<file path="src/rtl/char_anim_pkg.sv">
// Shared state encoding and default animation tables for the character animation FSM.
package char_anim_pkg;

  localparam int ANIM_NUM_STATES = 7;

  typedef enum logic [2:0] {
    ST_STAND   = 3'd0,
    ST_ATTACK  = 3'd1,
    ST_MOVEL   = 3'd2,
    ST_MOVER   = 3'd3,
    ST_DEFENSE = 3'd4,
    ST_HURT    = 3'd5,
    ST_JUMP    = 3'd6
  } anim_state_t;

  // Indexed by state code.
  localparam int DEF_LAST_FRAME [ANIM_NUM_STATES] = '{8, 5, 9, 8, 0, 4, 6};
  localparam int DEF_DELAY      [ANIM_NUM_STATES] = '{10, 3, 10, 10, 10, 10, 4};

  function automatic logic is_one_shot(input anim_state_t s);
    return (s == ST_ATTACK) || (s == ST_DEFENSE) || (s == ST_HURT) || (s == ST_JUMP);
  endfunction

endpackage

</file>
<file path="src/rtl/char_anim_fsm_tick.sv">
// Rising-edge detector for the animation tick; one registered pulse per frame_clk rise.
module frame_tick_det (
  input  logic Clk,
  input  logic Reset,
  input  logic frame_clk,
  output logic tick
);

  logic frame_clk_d;

  always_ff @(posedge Clk) begin
    if (Reset) begin
      frame_clk_d <= 1'b0;
      tick        <= 1'b0;
    end else begin
      frame_clk_d <= frame_clk;
      tick        <= frame_clk & ~frame_clk_d;
    end
  end

endmodule

</file>
<file path="src/rtl/char_anim_fsm.sv">
// Character animation state machine: frame sequencing per state, command priority, one-shot exits.
// Optional macro CHAR_ANIM_HURT_PREEMPT_EN lets cmd_hurt interrupt ATTACK/DEFENSE/JUMP.
module char_anim_fsm
  import char_anim_pkg::*;
#(
  parameter int FRAME_W = 8,
  parameter int DELAY_W = 8,
  parameter logic [FRAME_W-1:0] LAST_FRAME [ANIM_NUM_STATES] = '{
    FRAME_W'(DEF_LAST_FRAME[0]), FRAME_W'(DEF_LAST_FRAME[1]), FRAME_W'(DEF_LAST_FRAME[2]),
    FRAME_W'(DEF_LAST_FRAME[3]), FRAME_W'(DEF_LAST_FRAME[4]), FRAME_W'(DEF_LAST_FRAME[5]),
    FRAME_W'(DEF_LAST_FRAME[6])},
  parameter logic [DELAY_W-1:0] DELAY [ANIM_NUM_STATES] = '{
    DELAY_W'(DEF_DELAY[0]), DELAY_W'(DEF_DELAY[1]), DELAY_W'(DEF_DELAY[2]),
    DELAY_W'(DEF_DELAY[3]), DELAY_W'(DEF_DELAY[4]), DELAY_W'(DEF_DELAY[5]),
    DELAY_W'(DEF_DELAY[6])}
) (
  input  logic               Clk,
  input  logic               Reset,
  input  logic               frame_clk,
  input  logic               cmd_attack,
  input  logic               cmd_move_r,
  input  logic               cmd_move_l,
  input  logic               cmd_defense,
  input  logic               cmd_hurt,
  input  logic               cmd_jump,
  output logic [2:0]         state_out,
  output logic [FRAME_W-1:0] frame_num,
  output logic               anim_done,
  output logic               busy
);

  logic               tick;
  logic               preempt;
  anim_state_t        state;
  anim_state_t        target;
  logic [DELAY_W-1:0] delay;
  logic [DELAY_W-1:0] cur_delay;
  logic [FRAME_W-1:0] cur_last;

  frame_tick_det u_tick (
    .Clk       (Clk),
    .Reset     (Reset),
    .frame_clk (frame_clk),
    .tick      (tick)
  );

  assign cur_delay = DELAY[state];
  assign cur_last  = LAST_FRAME[state];
  assign state_out = state;

`ifdef CHAR_ANIM_HURT_PREEMPT_EN
  assign preempt = cmd_hurt && (state != ST_HURT);
`else
  assign preempt = 1'b0;
`endif

  // Both move commands together cancel out to no movement.
  always_comb begin
    target = ST_STAND;
    if (cmd_hurt)                       target = ST_HURT;
    else if (cmd_attack)                target = ST_ATTACK;
    else if (cmd_defense)               target = ST_DEFENSE;
    else if (cmd_jump)                  target = ST_JUMP;
    else if (cmd_move_r && !cmd_move_l) target = ST_MOVER;
    else if (cmd_move_l && !cmd_move_r) target = ST_MOVEL;
  end

  always_ff @(posedge Clk) begin
    if (Reset) begin
      state     <= ST_STAND;
      delay     <= '0;
      frame_num <= '0;
      anim_done <= 1'b0;
      busy      <= 1'b0;
    end else begin
      anim_done <= 1'b0;
      if (tick) begin
        if (!is_one_shot(state) && (target != state)) begin
          state     <= target;
          delay     <= '0;
          frame_num <= '0;
          busy      <= is_one_shot(target);
        end else if (is_one_shot(state) && preempt) begin
          state     <= ST_HURT;
          delay     <= '0;
          frame_num <= '0;
          busy      <= 1'b1;
        end else if (delay < cur_delay) begin
          delay <= delay + 1'b1;
        end else begin
          delay <= '0;
          if (frame_num < cur_last) begin
            frame_num <= frame_num + 1'b1;
          end else begin
            frame_num <= '0;
            if (is_one_shot(state)) begin
              state     <= ST_STAND;
              busy      <= 1'b0;
              anim_done <= 1'b1;
            end
          end
        end
      end
    end
  end

endmodule

</file>
<file path="config.mk">
export PLATFORM = sky130hd
export DESIGN_NAME = char_anim_fsm
export DESIGN_NICKNAME = d
export VERILOG_FILES = /design/src/rtl/char_anim_pkg.sv /design/src/rtl/char_anim_fsm_tick.sv /design/src/rtl/char_anim_fsm.sv
export SDC_FILE = /design/constraint.sdc
export NUM_CORES = 1
export LEC_CHECK = 0
export BUFFER_PORTS_ARGS = -buffer_cell sky130_fd_sc_hd__buf_4
export CAP_MARGIN = 20
export CORE_UTILIZATION = 52
export DETAILED_ROUTE_END_ITERATION = 10
export GPL_TIMING_DRIVEN = 0
export MAX_ROUTING_LAYER = met4
export PLACE_DENSITY = 0.8
export SETUP_SLACK_MARGIN = 0.2
export SLEW_MARGIN = 20
export SYNTH_ARGS = -nofsm -noshare
export SYNTH_HDL_FRONTEND = slang
export SYNTH_SLANG_ARGS = --single-unit
</file>
<file path="constraint.sdc">
create_clock -name Clk -period 5.9 [get_ports Clk]
set_input_delay 0.885 -clock Clk [delete_from_list [all_inputs] [get_ports Clk]]
set_output_delay 0.885 -clock Clk [all_outputs]
set_load 0.05 [all_outputs]
</file>
==> impl_metrics.toml <==
[grt]
grt_overflow = 0
track_usage_pct = 23.4
grt_antenna_before_repair = 0
grt_max_degree = 13
grt_pass1_wl_um = 4540
grt_pass1_vias = 1098

[power_and_ir_drop]
power-per-cell-area_nw_per_um2 = 187
power_leakage_nw = 0.608
finalPower_w = 0.000283
peakVddDrop_uv = 173

[cells_and_area]
area_delta_synth_final_pct = 16.2
diodes = 0
regArea_um2 = 460
multi_input_area_um2 = 766
stdcell_count = 204
drive_gt1_share_pct = 19.9
fill_cells = 186
fin_nets = 197

[sta]
post-route-period-util_pct = 40.6
worstMarginPinSlew_ns = 0.448
setup_tns_ns = 0
skew_ns = 0.0108
setup_viol = 0
slew_headroom_pct = 70.2
rsz0062_at_grt = "false"
hold_viol = 0
fmax_ghz = 0.418
slew_viol_final = 0
period_minus_slack_ns = 2.39

[clock_network]
cts_root_buffer = "clkbuf_4"
cts_buffers = 3
hold_buffers = 0
path_clk_slew_ns = 0.13
cts.sinks = 23
tritoncts = "yes"
postCtsSetupRepairBufs = 0
cts-resized-gates = 0
insertion_delay_ns = 0.31
htree_levels = 1
cts_buffer_depth = 2

[synthesis]
synth_top_area_share_pct = 35.4
synth_nets = 172
synthCells = 152
yosys.cell_types.count = 41
seq_area_frac_synth_pct = 35.4
synth_area_leaders = "dfxtp_1 35%, ha_1 11%, nor2_1 5.8%"
postSynthAreaPerCell_um2 = 8.57
yosysWarnings = 0
syn_area_um2 = 1300
synth_top_cell_by_area = "dfxtp_1"
ys_ff_latch = 23

[detailed_routing]
wl_per_cell_um = 13.6
viasPerCell = 5.79
vias = 1182
route.detailed.drc = 0
ant_nets = 0
wirelength_um = 2770
drt_iter0_drc = 34
first_pass_iters = 4

[worst_setup_path]
start_kind = "flip-flop"
crit_type = "flip-flop to flip-flop"
cp-end-kind = "flip-flop"
cp_max_fo = 6
crit_required_ns = 6.14
arrival_ns = 2.63

[floorplan]
die_x_um = 52.1
io_pins = 22
die_area_um2 = 2710
initial_core_util_pct = 57.2
rows = 17
die_h_um = 52.1
core_um2 = 2280

[placed_design]
numPortBuffers = 20
placedCellCount = 200
place.gp.congestion = 0.892
hpwlAfterDp_um = 2160

[min_path]
hold_path_class = "flip-flop to flip-flop"

[job]
drv_cap = 0

[status]
status = "completed"
==> stage by stage <==
stage | worst slack (ns) | instance area (um^2) | hold WS (ns) | util, %
after floorplan | 3.33 | 1300 | 0.367 | -
after global placement | 3.30 | 1490 | 0.374 | 65.4
after detailed placement | 3.25 | 1490 | 0.391 | 65.4
after CTS | 3.50 | 1510 | 0.415 | 66.5
after global routing | 3.26 | 1510 | 0.427 | 66.5
final | 3.51 | 1510 | 0.409 | 66.5
==> kinds of logic after synthesis <==
logic type	count (synthesis)	share of synthesized area (%)
muxes	2	1.63
AOI/OAI and AO/OA	33	17.9
DFF	23	35.4
adders and majority gates	11	10.6
buffers and inverters	18	5.86
and+or+nand+nor	60	25.4
xor gates and xnor gates	5	3.36
==> metal layers <==
layer	GRT usage, %	vias up	wire (um)
li1	-	598	-
met5	-	-	0
met4	6.76	0	16
met2	38.7	22	1340
met3	5.26	2	112
met1	28.2	560	1300
==> registers in the layout (all words and copies together) (netlist names) <==
name / cells
u_tick.tick: 1
frame_num: 8
state_out: 3
busy: 1
u_tick.frame_clk_d: 1
anim_done: 1
delay: 8
==> final timing paths <==
| kind | cells after the start | end | startpoint | slack [ns] |
|---|---|---|---|---|
| min | 1 | u_tick.tick$_SDFF_PP0_ | u_tick.frame_clk_d$_SDFF_PP0_ | 0.41 |
| min reg2reg | 1 | u_tick.tick$_SDFF_PP0_ | u_tick.frame_clk_d$_SDFF_PP0_ | 0.41 |
| max | 11 | frame_num[5]$_SDFFE_PP0P_ | state_out[1]$_SDFFE_PP0P_ | 3.51 |
| max reg2reg | 11 | frame_num[5]$_SDFFE_PP0P_ | state_out[1]$_SDFFE_PP0P_ | 3.51 |
==> layout make-up <==
type | instances | share of cell area [%]
Timing Repair Buffer | 20 | 9.92
Multi-Input combinational cell | 111 | 50.6
Clock buffer | 4 | 1.74
Buffer | 5 | 1.82
Sequential cell | 23 | 30.4
Tap cell | 28 | 2.31
Inverter | 13 | 3.22
==> power breakdown <==
part           total [W]  switching, W  internal [W]
Clock          0.0000720     0.0000456     0.0000264
Sequential      0.000162    0.00000412      0.000158
Combinational  0.0000489     0.0000287     0.0000202
Total           0.000283     0.0000784      0.000205
==> placed cells by master, fill, tap and decap left out, types with 4 or more instances in the layout <==
| cell type | instances |
|---|---|
| dfxtp_1 | 23 |
| nor2_1 | 20 |
| buf_4 | 20 |
| inv_1 | 13 |
| ha_1 | 11 |
| a21oi_1 | 10 |
| nand2_1 | 6 |
| nand3_1 | 5 |
| nand4_1 | 5 |
| o211ai_1 | 5 |
| nor4_1 | 4 |
| clkbuf_1 | 4 |
==> cell usage after synthesis, drive strengths merged <==
cell type / instances
a211oi: 2
a21oi: 10
a221oi: 1
a31o: 1
a31oi: 1
a41oi: 2
and2: 1
and4: 1
buf: 2
clkbuf: 3
dfxtp: 23
ha: 11
inv: 13
mux2: 1
mux2i: 1
nand2: 7
nand2b: 3
nand3: 5
nand4: 5
nand4b: 2
nor2: 20
nor2b: 3
nor3: 2
nor4: 4
o2111ai: 1
o211ai: 5
o21ai: 4
o22ai: 2
o2bb2ai: 4
or2: 3
or3: 1
or4: 1
or4b: 1
or4bb: 1
xnor2: 2
xor2: 3
==> critical path, cell delays in order, from the launching register on <==
cell and delay (ns):
dfxtp_1 0.43, inv_1 0.12, ha_1 0.20, inv_1 0.05
o21ai_0 0.07, ha_1 0.31, nand3_1 0.08, a21oi_1 0.31
or2_2 0.19, clkbuf_1 0.20, nand4_1 0.14, a221oi_2 0.23
Power figures use the tool's default switching activity.
